## config.mk

```make
export PLATFORM = sky130hd
export DESIGN_NAME = rw_burst_sequencer_flat
export DESIGN_NICKNAME = d
export VERILOG_FILES = /design/src/rtl/rw_burst_sequencer_if.sv /design/src/rtl/rw_burst_sequencer.sv /design/src/flat_wrapper.sv
export SDC_FILE = /design/constraint.sdc
export NUM_CORES = 1
export LEC_CHECK = 0
export ABC_AREA = 1
export CORE_MARGIN = 10
export CORE_UTILIZATION = 35
export CTS_CLUSTER_DIAMETER = 120
export DETAILED_ROUTE_END_ITERATION = 12
export DONT_BUFFER_PORTS = 1
export GPL_TIMING_DRIVEN = 0
export PLACE_DENSITY_LB_ADDON = 0.12
export SYNTH_ARGS = -nofsm -noshare
export SYNTH_HDL_FRONTEND = slang
export SYNTH_SLANG_ARGS = --single-unit
```

## constraint.sdc

```tcl
create_clock -name Clk -period 1.32 [get_ports Clk]
set_input_delay 0.33 -clock Clk [delete_from_list [all_inputs] [get_ports Clk]]
set_output_delay 0.33 -clock Clk [all_outputs]
set_load 0.02 [all_outputs]
```

## src/rtl/rw_burst_sequencer_if.sv

```systemverilog
// Command/memory/transmit bundle for rw_burst_sequencer.
// slave : sequencer side (takes commands and TxDone, drives strobes and status).
// master: command decoder / memory / transmitter side.
interface rw_burst_sequencer_if #(
  parameter int ADDR_W  = 8,
  parameter int BURST_W = 2
);
  logic               Active;
  logic               CmdValid;
  logic               CmdReady;
  logic               CmdMode;
  logic               CmdRW;
  logic [ADDR_W-1:0]  CmdAddr;
  logic [BURST_W-1:0] CmdLen;
  logic               TxDone;
  logic               AccessMem;
  logic               RWMem;
  logic [ADDR_W-1:0]  MemAddr;
  logic               SampleData;
  logic               TxData;
  logic               Busy;
  logic               Done;
  logic               Error;

  modport slave (
    input  Active, CmdValid, CmdMode, CmdRW, CmdAddr, CmdLen, TxDone,
    output CmdReady, AccessMem, RWMem, MemAddr, SampleData, TxData, Busy, Done, Error
  );

  modport master (
    output Active, CmdValid, CmdMode, CmdRW, CmdAddr, CmdLen, TxDone,
    input  CmdReady, AccessMem, RWMem, MemAddr, SampleData, TxData, Busy, Done, Error
  );
endinterface

```

## src/rtl/rw_burst_sequencer.sv

```systemverilog
// Burst memory / sample-transmit flow controller between command decoder and memory/serial TX.
// Latency: strobes and Busy appear one cycle after accept; Done pulses in the first IDLE cycle.
// Backpressure: CmdReady = Active && IDLE (combinational); TX beats stall until TxDone.
// Ports: Clk, Reset (async, active-high) plus bus (slave modport): command handshake
//   (CmdValid/CmdReady/CmdMode/CmdRW/CmdAddr/CmdLen), Active enable, TxDone, and registered
//   outputs AccessMem, RWMem, MemAddr, SampleData, TxData, Busy, Done, Error.
// Optional: define RWBS_TX_TIMEOUT_EN to abort a TX beat after TX_TIMEOUT cycles without TxDone
//   and raise the sticky Error flag; otherwise TX waits indefinitely and Error stays 0.
module rw_burst_sequencer #(
  parameter int ADDR_W     = 8,
  parameter int BURST_W    = 2,
  parameter int MEM_LAT    = 2,
  parameter int TX_TIMEOUT = 16
) (
  input  logic                   Clk,
  input  logic                   Reset,
  rw_burst_sequencer_if.slave    bus
);

  localparam int LAT_W = (MEM_LAT > 1) ? $clog2(MEM_LAT) : 1;
  localparam int TXC_W = (TX_TIMEOUT > 1) ? $clog2(TX_TIMEOUT) : 1;
  localparam logic [LAT_W-1:0] LAT_LAST = LAT_W'(MEM_LAT - 1);
  localparam logic [TXC_W-1:0] TX_LAST  = TXC_W'(TX_TIMEOUT - 1);

  typedef enum logic [1:0] {S_IDLE, S_ACCESS, S_SAMPLE, S_TX} state_t;

  state_t             state_q, state_d;
  logic               mode_q, mode_d;
  logic               rw_q, rw_d;
  logic [ADDR_W-1:0]  addr_q, addr_d;
  logic [BURST_W-1:0] beats_q, beats_d;
  logic [LAT_W-1:0]   lat_q, lat_d;
  logic [TXC_W-1:0]   tx_cnt_q, tx_cnt_d;
  logic               done_q, done_d;
  logic               err_q, err_d;
  logic               access_q, access_d;
  logic               rwmem_q, rwmem_d;
  logic               sample_q, sample_d;
  logic               tx_q, tx_d;
  logic               busy_q, busy_d;
  logic               beat_end;

  assign bus.CmdReady   = bus.Active && (state_q == S_IDLE);
  assign bus.AccessMem  = access_q;
  assign bus.RWMem      = rwmem_q;
  assign bus.MemAddr    = addr_q;
  assign bus.SampleData = sample_q;
  assign bus.TxData     = tx_q;
  assign bus.Busy       = busy_q;
  assign bus.Done       = done_q;
  assign bus.Error      = err_q;

  always_comb begin
    state_d  = state_q;
    mode_d   = mode_q;
    rw_d     = rw_q;
    addr_d   = addr_q;
    beats_d  = beats_q;
    lat_d    = lat_q;
    tx_cnt_d = tx_cnt_q;
    err_d    = err_q;
    done_d   = 1'b0;
    beat_end = 1'b0;

    if (!bus.Active) begin
      // Abort: partial burst and address are discarded, Error is left as is.
      state_d  = S_IDLE;
      addr_d   = '0;
      beats_d  = '0;
      lat_d    = '0;
      tx_cnt_d = '0;
    end else begin
      unique case (state_q)
        S_IDLE: begin
          if (bus.CmdValid) begin
            mode_d   = bus.CmdMode;
            rw_d     = bus.CmdRW;
            beats_d  = bus.CmdLen;
            lat_d    = '0;
            tx_cnt_d = '0;
            err_d    = 1'b0;
            if (bus.CmdMode) begin
              // Sample flow never touches memory, so MemAddr keeps its last value there.
              addr_d  = bus.CmdAddr;
              state_d = S_ACCESS;
            end else begin
              state_d = S_SAMPLE;
            end
          end
        end
        S_ACCESS: begin
          if (lat_q == LAT_LAST) begin
            lat_d = '0;
            if (rw_q) state_d = S_SAMPLE;
            else      beat_end = 1'b1;
          end else begin
            lat_d = lat_q + 1'b1;
          end
        end
        S_SAMPLE: begin
          state_d  = S_TX;
          tx_cnt_d = '0;
        end
        S_TX: begin
          if (bus.TxDone) begin
            beat_end = 1'b1;
          end else if (tx_cnt_q == TX_LAST) begin
`ifdef RWBS_TX_TIMEOUT_EN
            state_d = S_IDLE;
            err_d   = 1'b1;
`endif
          end else begin
            tx_cnt_d = tx_cnt_q + 1'b1;
          end
        end
      endcase

      if (beat_end) begin
        if (beats_q == '0) begin
          state_d = S_IDLE;
          done_d  = 1'b1;
        end else begin
          beats_d = beats_q - 1'b1;
          if (mode_q) begin
            addr_d  = addr_q + 1'b1;
            state_d = S_ACCESS;
          end else begin
            state_d = S_SAMPLE;
          end
        end
      end
    end

    // Strobes are registered copies of the next state so they change only on Clk.
    access_d = (state_d == S_ACCESS);
    rwmem_d  = (state_d == S_ACCESS) && rw_d;
    sample_d = (state_d == S_SAMPLE);
    tx_d     = (state_d == S_TX);
    busy_d   = (state_d != S_IDLE);
  end

  always_ff @(posedge Clk or posedge Reset) begin
    if (Reset) begin
      state_q  <= S_IDLE;
      mode_q   <= 1'b0;
      rw_q     <= 1'b0;
      addr_q   <= '0;
      beats_q  <= '0;
      lat_q    <= '0;
      tx_cnt_q <= '0;
      done_q   <= 1'b0;
      err_q    <= 1'b0;
      access_q <= 1'b0;
      rwmem_q  <= 1'b0;
      sample_q <= 1'b0;
      tx_q     <= 1'b0;
      busy_q   <= 1'b0;
    end else begin
      state_q  <= state_d;
      mode_q   <= mode_d;
      rw_q     <= rw_d;
      addr_q   <= addr_d;
      beats_q  <= beats_d;
      lat_q    <= lat_d;
      tx_cnt_q <= tx_cnt_d;
      done_q   <= done_d;
      err_q    <= err_d;
      access_q <= access_d;
      rwmem_q  <= rwmem_d;
      sample_q <= sample_d;
      tx_q     <= tx_d;
      busy_q   <= busy_d;
    end
  end

endmodule

```

## src/flat_wrapper.sv

```systemverilog
// flat-port wrapper written by rule: the top's interface ports become plain ports
module rw_burst_sequencer_flat 
#(
  parameter int ADDR_W     = 8,
  parameter int BURST_W    = 2,
  parameter int MEM_LAT    = 2,
  parameter int TX_TIMEOUT = 16
)
  (Clk, Reset, bus_Active, bus_CmdValid, bus_CmdMode, bus_CmdRW, bus_CmdAddr, bus_CmdLen, bus_TxDone, bus_CmdReady, bus_AccessMem, bus_RWMem, bus_MemAddr, bus_SampleData, bus_TxData, bus_Busy, bus_Done, bus_Error);
  rw_burst_sequencer_if #(.ADDR_W(ADDR_W), .BURST_W(BURST_W)) bus_i ();
  input  logic Clk;
  input  logic Reset;
  input wire logic [$bits(bus_i.Active)-1:0] bus_Active;
  input wire logic [$bits(bus_i.CmdValid)-1:0] bus_CmdValid;
  input wire logic [$bits(bus_i.CmdMode)-1:0] bus_CmdMode;
  input wire logic [$bits(bus_i.CmdRW)-1:0] bus_CmdRW;
  input wire logic [$bits(bus_i.CmdAddr)-1:0] bus_CmdAddr;
  input wire logic [$bits(bus_i.CmdLen)-1:0] bus_CmdLen;
  input wire logic [$bits(bus_i.TxDone)-1:0] bus_TxDone;
  output wire logic [$bits(bus_i.CmdReady)-1:0] bus_CmdReady;
  output wire logic [$bits(bus_i.AccessMem)-1:0] bus_AccessMem;
  output wire logic [$bits(bus_i.RWMem)-1:0] bus_RWMem;
  output wire logic [$bits(bus_i.MemAddr)-1:0] bus_MemAddr;
  output wire logic [$bits(bus_i.SampleData)-1:0] bus_SampleData;
  output wire logic [$bits(bus_i.TxData)-1:0] bus_TxData;
  output wire logic [$bits(bus_i.Busy)-1:0] bus_Busy;
  output wire logic [$bits(bus_i.Done)-1:0] bus_Done;
  output wire logic [$bits(bus_i.Error)-1:0] bus_Error;
  assign bus_i.Active = bus_Active;
  assign bus_i.CmdValid = bus_CmdValid;
  assign bus_i.CmdMode = bus_CmdMode;
  assign bus_i.CmdRW = bus_CmdRW;
  assign bus_i.CmdAddr = bus_CmdAddr;
  assign bus_i.CmdLen = bus_CmdLen;
  assign bus_i.TxDone = bus_TxDone;
  assign bus_CmdReady = bus_i.CmdReady;
  assign bus_AccessMem = bus_i.AccessMem;
  assign bus_RWMem = bus_i.RWMem;
  assign bus_MemAddr = bus_i.MemAddr;
  assign bus_SampleData = bus_i.SampleData;
  assign bus_TxData = bus_i.TxData;
  assign bus_Busy = bus_i.Busy;
  assign bus_Done = bus_i.Done;
  assign bus_Error = bus_i.Error;
  rw_burst_sequencer #(.ADDR_W(ADDR_W), .BURST_W(BURST_W), .MEM_LAT(MEM_LAT), .TX_TIMEOUT(TX_TIMEOUT)) u_core (.Clk(Clk), .Reset(Reset), .bus(bus_i));
endmodule
```

* Word level (Yosys, flattened, before mapping) *
Cells that the tools add are included.

word-level totals
  bits in registers = 21
  word-level logic and storage cells = 66

operators by class
  add/subtract/negate cells = 3
  equal/unequal tests = 8
  reductions and logical operators = 7
  muxes and demuxes = 36

operator list
  kind                   count
  $mux W8                7
  $mux W2                13
  $mux W1                13
  $add A8 B1 Y8 const B  1
  $eq A2 B2 Y1 const B   4
  $pmux W2 S3            1
  $eq A2 B1 Y1 const B   2
  $logic_not A2 Y1       2
  $pmux W1 S2            2
  $ne A3 B1 Y1 const B   1
  $ne A3 B3 Y1 const B   1
  $reduce_and A3 Y1      1
  $logic_and A1 B1 Y1    2
  $reduce_and A2 Y1      1
  $reduce_bool A2 Y1     1
  $sub A2 B1 Y2 const B  1
  $add A1 B1 Y1 const B  1

* Longest topological paths before layout *
Gate-level depths: netlist of run 1.

  word-level depth = 8
  depth in mapped cells = 9
  depth with buffers taken out = 8

* Worst setup path before layout of run 1 *
Ideal clock, no wire load.

  kind = register to register
  start = register u_core.state_q[1]
  end = register u_core.rwmem_q, in the netlist u_core.bus.RWMem
  library setup time = 126 ps
  arrival = 1,479 ps
  setup slack = -285 ps
  clock period less this slack = 1,605 ps
  path buffers = 0
  stages on the path, launching flop included = 5
  cells stage by stage = dfrtp_1 > nor3_1 > nand2_1 > o21ai_0 > nor2_1

between the ends
  longest elaborated chain between the ends = 7
  elaborated cells on any way between the ends = 16
  classes of those cells = eq/ne: 4; mux: 10; reduce/logical: 2

RTL lines
  item                                    RTL line                                            text
  start: declaration                      rw_burst_sequencer.sv:27                            state_t state_q, state_d;
  start signal: assignment                rw_burst_sequencer.sv:159                           state_q <= state_d;
  $eq A2 B2 Y1 (tied with other cells)    n/a
  $pmux W1 S2 or $mux W2 (tied branches)  rw_burst_sequencer.sv:73, rw_burst_sequencer.sv:92
  $mux W1 or $pmux W2 S3 (tied branches)  rw_burst_sequencer.sv:65, rw_burst_sequencer.sv:73
  $mux W2                                 rw_burst_sequencer.sv:118                           if (beat_end) begin
  $mux W2                                 rw_burst_sequencer.sv:65                            if (!bus.Active) begin
  $eq A2 B1 Y1                            rw_burst_sequencer.sv:136                           rwmem_d = (state_d == S_ACCESS) && rw_d;
  $logic_and A1 B1 Y1 (*)                 rw_burst_sequencer.sv:136
  named net u_core.rwmem_d                rw_burst_sequencer.sv:37                            logic rwmem_q, rwmem_d;
  end signal: assignment                  rw_burst_sequencer.sv:169                           rwmem_q <= rwmem_d;
  end: declaration                        rw_burst_sequencer.sv:37

Mark *: on every way through the listed nets, which the timed path passes. The rest lies on a longest branch. The select of a mux whose other input is x is not followed.
A chain may end at the register's enable or synchronous reset.

* Final worst setup path of run 1 *
  start = register u_core.state_q[0]
  end = output port bus_CmdReady

between the ends
  longest elaborated chain between the ends = 2

RTL lines
  item                 RTL line                  text
  $logic_not A2 Y1     rw_burst_sequencer.sv:43  assign bus.CmdReady = bus.Active && (state_q == S_IDLE);
  $logic_and A1 B1 Y1  rw_burst_sequencer.sv:43
  end: declaration     flat_wrapper.sv:20        output wire logic [$bits(bus_i.CmdReady)-1:0] bus_CmdReady;

Every way passes these cells.

==> results of run 1 <==
==> worst max-delay path by stage <==
stage,from,to,slack (ns),cells past startpoint
2_1_floorplan,u_core.state_q[1],u_core.bus.MemAddr[0],0.001,7
3_3_place_gp,u_core.state_q[1],u_core.bus.MemAddr[0],-0.15,7
3_5_place_dp,u_core.state_q[1],u_core.bus.MemAddr[5],-0.18,7
4_1_cts,u_core.state_q[0],bus_CmdReady,-0.15,1
5_1_grt,u_core.state_q[0],bus_CmdReady,-0.20,1
6_report,u_core.state_q[0],bus_CmdReady,-0.14,1
==> stage by stage <==
stage | hold slack [ns] | setup TNS, ns | util | cell area [µm²]
floorplan | 0.307 | 0 | - | 1250
finish | 0.0450 | -0.472 | 0.458 | 1550
global placement | 0.426 | -1.43 | 0.387 | 1310
detailed placement | 0.444 | -1.66 | 0.387 | 1310
global route | 0.103 | -1.71 | 0.458 | 1550
CTS | 0.0929 | -0.235 | 0.411 | 1390
==> routing by layer <==
layer / global-route usage / vias to the layer above / wire length [µm]
met5: 0 / - / 0
met4: 0.0376 / 0 / 38
met3: 0.0417 / 4 / 267
met2: 0.161 / 27 / 1490
met1: 0.108 / 511 / 1320
li1: - / 560 / -
==> layout by cell type (no fill, tap or decap), types with 3 or more instances in the layout <==
cell type,n
sky130_fd_sc_hd__dfrtp_2,6
sky130_fd_sc_hd__nor2_1,15
sky130_fd_sc_hd__nand2_4,4
sky130_fd_sc_hd__inv_1,21
sky130_fd_sc_hd__a21oi_2,3
sky130_fd_sc_hd__clkbuf_4,3
sky130_fd_sc_hd__nor2_4,3
sky130_fd_sc_hd__xor2_1,3
sky130_fd_sc_hd__nand2_1,44
sky130_fd_sc_hd__nand4_1,4
sky130_fd_sc_hd__dfrtp_1,15
sky130_fd_sc_hd__nand2_2,9
sky130_fd_sc_hd__buf_6,4
sky130_fd_sc_hd__buf_4,5
sky130_fd_sc_hd__o21ai_1,5
sky130_fd_sc_hd__nand3_1,12
sky130_fd_sc_hd__nor2_2,3
sky130_fd_sc_hd__nand3_2,4
==> power by group <==
| part | switching, µW | internal [µW] |
|---|---|---|
| sequential | 299 | 818 |
| clock | 207 | 113 |
| combinational | 632 | 446 |
==> timing repair <==
item / CTS / global route
gates resized for setup: 14 / 34
hold buffers: 0 / 0
setup buffers: 3 / 2
pin swaps: 1 / 15
setup endpoints to repair: 17 / 17
gates cloned: 0 / 2
==> final cells by class <==
type	instances	area, µm²	area share
sequential	21	533	0.343
inverter	23	86.3	0.0556
multi-input combinational	124	721	0.464
timing repair buffer	7	81.3	0.0524
tap	46	57.6	0.0371
buffer	5	46.3	0.0298
clock inverter	1	5.00	0.00322
clock buffer	3	22.5	0.0145
==> cells by family after synthesis <==
| logic type | after synthesis | share of synthesized area |
|---|---|---|
| AND/OR/NAND/NOR | 103 | 0.371 |
| adder cells (fa/ha/maj) | 1 | 0.0101 |
| flip-flops | 21 | 0.423 |
| AO/OA/AOI/OAI | 15 | 0.0695 |
| buffers and inverters | 28 | 0.0957 |
| XOR/XNOR | 4 | 0.0282 |
| other | 1 | 0.00302 |
==> impl_metrics.ini, run 1 <==
[setup_path]
maximum_net_fanout_on_the_critical_path = 4
criticalPathCategory = reg2out
setup.worst_path.end_class = output pin
worst_path_max_delay_cell = sky130_fd_sc_hd__dfrtp_2
cp.required_ns = 0.99
regToRegEndpoint = u_core.bus.MemAddr[2]
register_to_register_path_setup_slack_ns = -0.07
rr_startpoint = u_core.state_q[1]
worst_r2r_path_depth = 6
slowest_delay_ns = 0.49
worst-endpoint-arrival_ns = 1.13
timing.critical_path.cells = nor3_4
crit_buf_inv = 0
cp_top_family = flip-flops
crit_path_start_kind = register

[drt]
route.detailed.drc = 0
drt_first_iter_violations = 25
vias_per_cell = 4.79
drtAntennaViolNets = 0
dr.pass1.iters = 4
route.vias.total = 1102
routedWlPerCell_um = 13.6
detail_route.wirelength_um = 3120

[timing]
worst_slew_margin_rel = 0.462
finalSetupViolCount = 9
worstMarginPinSlew_ns = 0.806
period_needed_ns = 1.46
fmax_mhz = 687
final_report_max_slew_violation_count = 0
final-hold-violation-count = 0
worst_clock_skew_ns = 0.00947
layout_setup_ws_ns = -0.136
rsz0062_at_grt = true
layout_worst_path_cycle_share = 1.10

[floorplan]
floorplan.die.width_um = 79.6
boundaryPins = 33
fp.dieArea_um2 = 6330
die_y_um = 79.6
initial_utilization = 0.367
placement_rows = 21
placeableCoreArea_um2 = 3390

[cells_and_area]
flow.area_growth_from_synthesis_pct = 25.0
layout.nets = 203
fin_cells = 230
diodes = 0
largest_register_ff_count = 8
post_route_cells_drive_above_1_share = 0.304
nFillCells = 355

[clock_network]
clkLatencyLatePin_ns = 0.31
tritoncts_clock_tree = done
clock_sinks = 21
cts_clk_pin_slew_worst_paths_ns = 0.13
numCtsBuffers = 3
ctsRootBufferMaster = sky130_fd_sc_hd__clkbuf_4
cts-htree-levels = 1
cts_max_path_buffers = 2

[synth]
avgSynthCellArea_um2 = 7.18
syn_inst = 173
ys_top_cells_by_area = sky130_fd_sc_hd__dfrtp_1 42%, sky130_fd_sc_hd__nand2_1 16%, sky130_fd_sc_hd__nand3_1 6.4%
synth-seq-area-share = 0.423
synth_async_sr_flop_share = 1.00
synth_edf_count = 0
top_count_cell_post_synth = sky130_fd_sc_hd__nand2_1
synth.yosys.warnings = 0
yosys.area.top_type = sky130_fd_sc_hd__dfrtp_1
syn_nets = 191
ys_ff_latch = 21
synth.lib_cells_used.distinct = 25
synth.cells.most_frequent = 52 x sky130_fd_sc_hd__nand2_1, 21 x sky130_fd_sc_hd__dfrtp_1, 21 x sky130_fd_sc_hd__inv_1
syn-cell-area_um2 = 1240
synth_top_area_frac = 0.423
synth_ff_type = sky130_fd_sc_hd__dfrtp_1

[placed_design]
placed_cells_incl_taps = 219
routabilityCongestion = 0.758
placed_wire_length_estimate_after_detailed_placement_um = 2330
dp_worst_setup_slack_ns = -0.182
port_buffers = 0

[grt]
global_route_wire_length_before_repair_um = 4930
grt_antenna_before_repair = 0
first_global_vias = 1054
grt_overflow_total = 0
grt_max_degree = 22
gr-usage-all-layers = 0.0976

[power]
finalPower_uw = 2510
pwr_density_cell_nw_per_um2 = 1620
total_leakage_power_uw = 0.000810
peakVddDrop_v = 0.000717

[run_status]
run_status = finished with violations
failed_checks = setup timing

[run]
timing.max_cap.violations = 0

[worst_hold_path]
hold_class = in2async
Note: power is estimated with default switching activity, not from simulation.
==> run 2: changes to the inputs <==
clock period = 1.4 ns   (was 1.32 ns; I/O delays follow)
==> run 2 against run 1 <==
Against the previous run:
- the flow still finishes with violations (setup timing)
- power decreased by 11%
- sequential cell count unchanged
- combinational power decreased by 18%
- highest routed layer unchanged
- core utilization decreased by 2.2 points
- worst setup slack improved by 0.067 ns
- non-clock buffer count decreased by 3
- clock power decreased by 4%
- sequential power decreased by 6%
- critical path depth unchanged
- sequential share of layout area increased by 1.7 points
- critical endpoint unchanged
- via count decreased by 2.5%
- final cell count decreased by 1.3%
==> impl_metrics.ini, run 2 (same netlist as run 1, synthesis figures left out) <==
[timing]
worst_slew_margin_rel = 0.440
period_needed_ns = 1.47
worstMarginPinSlew_ns = 0.839
layout_setup_ws_ns = -0.0687
final_report_max_slew_violation_count = 0
layout_worst_path_cycle_share = 1.05
final-hold-violation-count = 0
rsz0062_at_grt = true
finalSetupViolCount = 4
fmax_mhz = 681
finalHoldWorstSlack_ns = 0.0796
fin_setup_tns_ns = -0.128
worst_clock_skew_ns = 0.00201

[power]
total_leakage_power_uw = 0.000753
pwr_density_cell_nw_per_um2 = 1520
finalPower_uw = 2240
peakVddDrop_v = 0.000745

[drt]
drtAntennaViolNets = 0
dr.pass1.iters = 4
detail_route.wirelength_um = 3190
routedWlPerCell_um = 14.0
route.vias.total = 1075
route.detailed.drc = 0
vias_per_cell = 4.74
drt_first_iter_violations = 41

[setup_path]
timing.critical_path.cells = nor3_4
rr_startpoint = u_core.state_q[1]
criticalPathCategory = reg2out
cp.required_ns = 1.05
regToRegEndpoint = u_core.bus.MemAddr[0]
crit_buf_inv = 0
setup.worst_path.end_class = output pin
crit_path_start_kind = register
cp_top_family = flip-flops
register_to_register_path_setup_slack_ns = -0.03
worst_path_max_delay_cell = sky130_fd_sc_hd__dfrtp_2
worst_r2r_path_depth = 6
maximum_net_fanout_on_the_critical_path = 4
slowest_delay_ns = 0.48
worst-endpoint-arrival_ns = 1.12

[cells_and_area]
layout.nets = 200
most-common-layout-cells = 45 x sky130_fd_sc_hd__nand2_1, 21 x sky130_fd_sc_hd__inv_1, 16 x sky130_fd_sc_hd__nand3_1
largest_register_ff_count = 8
commonest_non_fill_non_tap_cell_in_the_layout = sky130_fd_sc_hd__nand2_1
diodes = 0
flow.area_growth_from_synthesis_pct = 18.9
post_route_cells_drive_above_1_share = 0.287

[clock_network]
cts_clk_pin_slew_worst_paths_ns = 0.13
cts-htree-levels = 1
clkLatencyLatePin_ns = 0.31
cts_max_path_buffers = 2
numCtsBuffers = 3
ctsRootBufferMaster = sky130_fd_sc_hd__clkbuf_4
cts_hold_buffers = 0
tritoncts_clock_tree = done
clock_sinks = 21

[placed_design]
port_buffers = 0
routabilityCongestion = 0.755
placed_wire_length_estimate_after_detailed_placement_um = 2320

[grt]
grt_overflow_total = 0
met3_usage = 0.0394
global_route_wire_length_before_repair_um = 5050
groute.layer.met1.usage = 0.105
first_global_vias = 1045
globalRoute.busiestLayer = met2
grt_max_degree = 22
met2_routing_resource_usage_after_global_routing = 0.173
gr-usage-all-layers = 0.100
grt_antenna_before_repair = 0

[run_status]
failed_checks = setup timing
run_status = finished with violations

[worst_hold_path]
hold_class = in2async

[floorplan]
initial_utilization = 0.367
fp.dieArea_um2 = 6330
placement_rows = 21
boundaryPins = 33
die_y_um = 79.6
floorplan.die.width_um = 79.6
placeableCoreArea_um2 = 3390

[run]
timing.max_cap.violations = 0
==> run 2: where the power goes <==
group          total (µW)  switching [µW]  leakage [µW]  internal (µW)
logic                 883             551      0.000467            333
registers            1050             280      0.000269            771
clock network         307             200     0.0000177            107
==> run 2: final cells by class <==
cell class / instances / area, µm²
sequential: 21 / 533
multi-input combinational: 124 / 697
timing repair buffer: 4 / 33.8
fill: 349 / 1910
clock inverter: 1 / 5.00
clock buffer: 3 / 22.5
inverter: 23 / 86.3
tap: 46 / 57.6
buffer: 5 / 42.5
==> run 2: worst max-delay path by stage <==
stage | cells after the start | endpoint | slack [ns] | from
floorplan | 4 | u_core.bus.RWMem | 0.02 | u_core.state_q[1]
global placement | 4 | u_core.bus.RWMem | -0.19 | u_core.state_q[1]
detailed placement | 4 | u_core.bus.RWMem | -0.21 | u_core.state_q[1]
CTS | 1 | bus_CmdReady | -0.08 | u_core.state_q[0]
global route | 1 | bus_CmdReady | -0.14 | u_core.state_q[0]
finish | 1 | bus_CmdReady | -0.07 | u_core.state_q[0]
==> run 2: routing by layer <==
metal | share of wire | wire length (µm)
met1 | 0.42 | 1350
met2 | 0.50 | 1580
met4 | 0.0060 | 19
met5 | 0 | 0
met3 | 0.073 | 234
==> run 2: stage by stage <==
step           instances  area, µm²   util  setup WS, ns
4_1_cts              224       1370  0.404       -0.0834
3_5_place_dp         219       1310  0.385        -0.212
6_report             227       1480  0.436       -0.0687
2_1_floorplan        173       1250      -        0.0182
3_3_place_gp         219       1310  0.385        -0.193
5_1_grt              227       1480  0.436        -0.144
==> run 2: timing repair <==
item,CTS,global route
pin swaps,1,7
buffers inserted,1,2
gates resized for setup,10,30
endpoints found under the setup margin,14,14
cloned,0,1
==> run 3: changes to the inputs <==
ABC_CLOCK_PERIOD_IN_PS = 1400   (was not set)
REMOVE_ABC_BUFFERS = 1   (was not set)
==> run 3 against run 2 <==
Against the previous run:
- the flow still finishes with violations (setup timing)
- combinational power up 3.4%
- hold slack improved by 0.0054 ns
- sequential cell count unchanged
- via count up 1.8%
- fmax is 0.37% higher
- core utilization is 0.41 points lower
- power is 1.4% higher
- sequential power hardly changed
- non-clock buffer count is 1 higher
- largest cell class unchanged
==> impl_metrics.ini, run 3 (same netlist as run 1, synthesis figures left out) <==
[floorplan]
placeableCoreArea_um2 = 3390
boundaryPins = 33
initial_utilization = 0.367
fp.dieArea_um2 = 6330
die_y_um = 79.6
placement_rows = 21
floorplan.die.width_um = 79.6

[drt]
detail_route.wirelength_um = 3170
route.vias.total = 1094
route.detailed.drc = 0
routedWlPerCell_um = 13.9
drt_first_iter_violations = 46
drtAntennaViolNets = 0
dr.pass1.iters = 4
vias_per_cell = 4.80

[power]
comb_power_share = 0.402
cellInternalPower_uw = 1250
peakVddDrop_v = 0.000505
total_leakage_power_uw = 0.000763
finalPower_uw = 2270
switching_share = 0.449
pwr_density_cell_nw_per_um2 = 1550
power.share.clock = 0.133
power_frac_seq = 0.465
total_switching_power_uw = 1020

[run]
timing.max_cap.violations = 0

[clock_network]
clock_sinks = 21
cts_max_path_buffers = 2
cts_clk_pin_slew_worst_paths_ns = 0.12
clkLatencyLatePin_ns = 0.30
cts-htree-levels = 1
numCtsBuffers = 3
ctsRootBufferMaster = sky130_fd_sc_hd__clkbuf_4
tritoncts_clock_tree = done

[timing]
worst_clock_skew_ns = 0.00356
finalSetupViolCount = 9
final-hold-violation-count = 0
rsz0062_at_grt = true
worstMarginPinSlew_ns = 0.839
final_report_max_slew_violation_count = 0
period_needed_ns = 1.46
worst_slew_margin_rel = 0.440
layout_worst_path_cycle_share = 1.05
layout_setup_ws_ns = -0.0632
fmax_mhz = 683

[run_status]
failed_checks = setup timing
run_status = finished with violations

[cells_and_area]
flow.area_growth_from_synthesis_pct = 17.8
largest_register_ff_count = 8
commonest_non_fill_non_tap_cell_in_the_layout = sky130_fd_sc_hd__nand2_1
most-common-layout-cells = 49 x sky130_fd_sc_hd__nand2_1, 21 x sky130_fd_sc_hd__inv_1, 15 x sky130_fd_sc_hd__nand3_1, 15 x sky130_fd_sc_hd__dfrtp_1, 14 x sky130_fd_sc_hd__nor2_1
finalInstanceArea_um2 = 1460
fin_cells = 228
diodes = 0
post_route_cells_drive_above_1_share = 0.247
layout.nets = 201

[placed_design]
placed_cells_incl_taps = 214
port_buffers = 0
routabilityCongestion = 0.777
placed_wire_length_estimate_after_detailed_placement_um = 2260
detailed_place.area_um2 = 1270

[grt]
grt_max_degree = 22
grt_overflow_total = 0
first_global_vias = 1066
grt_antenna_before_repair = 0
gr-usage-all-layers = 0.100
global_route_wire_length_before_repair_um = 5090

[setup_path]
worst_path_max_delay_cell = sky130_fd_sc_hd__dfrtp_2
setup.worst_path.end_class = output pin
maximum_net_fanout_on_the_critical_path = 5
criticalPathCategory = reg2out
critical_path.startpoint = u_core.state_q[0]
crit_buf_inv = 0
cp.required_ns = 1.05
timing.critical_path.cells = nor3_4
slowest_delay_ns = 0.48
crit_path_start_kind = register
worst-endpoint-arrival_ns = 1.11
rr_startpoint = u_core.state_q[0]
cp_top_family = flip-flops

[worst_hold_path]
hold_class = in2async
-- run 3: cell count changes in the layout (fill, tap and decap cells not counted), sizes merged --
| cell | delta |
|---|---|
| buf | +2 |
| clkbuf | -1 |
-- run 3: final timing paths --
path | end | slack [ns] | cells past startpoint
max | bus_CmdReady | -0.06 | 1
min | u_core.bus.AccessMem | 0.08 | 1
max reg2reg | u_core.bus.MemAddr[5] | -0.05 | 7
min reg2reg | u_core.mode_q | 0.56 | 2
max in group asynchronous | u_core.bus.MemAddr[0] | 0.74 | 1
min in group Clk | u_core.bus.MemAddr[1] | 0.13 | 2
-- run 3: layer usage --
| layer | up-vias | routed length [µm] | global-route usage |
|---|---|---|---|
| met5 | - | 0 | 0 |
| met4 | 0 | 19 | 0.0323 |
| met3 | 2 | 314 | 0.0417 |
| met2 | 30 | 1580 | 0.169 |
| met1 | 503 | 1260 | 0.112 |
| li1 | 559 | - | - |
-- run 3: what timing repair did --
action | in CTS | in global routing
setup endpoints to repair | 17 | 15
buffers inserted | 7 | 3
hold buffers | 0 | 0
resized for setup | 12 | 17
endpoints found under the hold margin | 0 | 0
pin swaps | 3 | 8
-- run 3: metrics by stage --
step,TNS [ns],hold WS (ns),utilization,setup WS (ns)
3_5_place_dp,-3.44,0.462,0.374,-0.441
3_3_place_gp,-3.06,0.461,0.374,-0.431
5_1_grt,-1.08,0.129,0.432,-0.120
4_1_cts,-0.0800,0.115,0.409,-0.0768
6_report,-0.197,0.0850,0.432,-0.0632
2_1_floorplan,-0.455,0.327,-,-0.205
-- run 3: cell type report --
cell class	count	area (µm²)
Multi-Input combinational cell	124	666
Sequential cell	21	533
Tap cell	46	57.6
Fill cell	360	1930
Inverter	23	86.3
Clock inverter	1	5.00
Timing Repair Buffer	10	93.8
Clock buffer	3	22.5
-- run 3: power by group through the flow --
stage	registers [µW]	clock network, µW	logic (µW)
global route	1090	332	1040
CTS	1060	314	783
floorplan	1000	0	580
finish	1060	303	913
global placement	1050	0	673
detailed placement	1050	0	686
-- run 3: worst reg2reg max path: stages, from the launching register on --
cell and delay [ns]:
sky130_fd_sc_hd__dfrtp_2 0.47, sky130_fd_sc_hd__buf_4 0.14, sky130_fd_sc_hd__inv_2 0.03, sky130_fd_sc_hd__a21oi_4 0.17
sky130_fd_sc_hd__nand4_1 0.17, sky130_fd_sc_hd__buf_4 0.20, sky130_fd_sc_hd__a21oi_1 0.12, sky130_fd_sc_hd__nor2_1 0.06
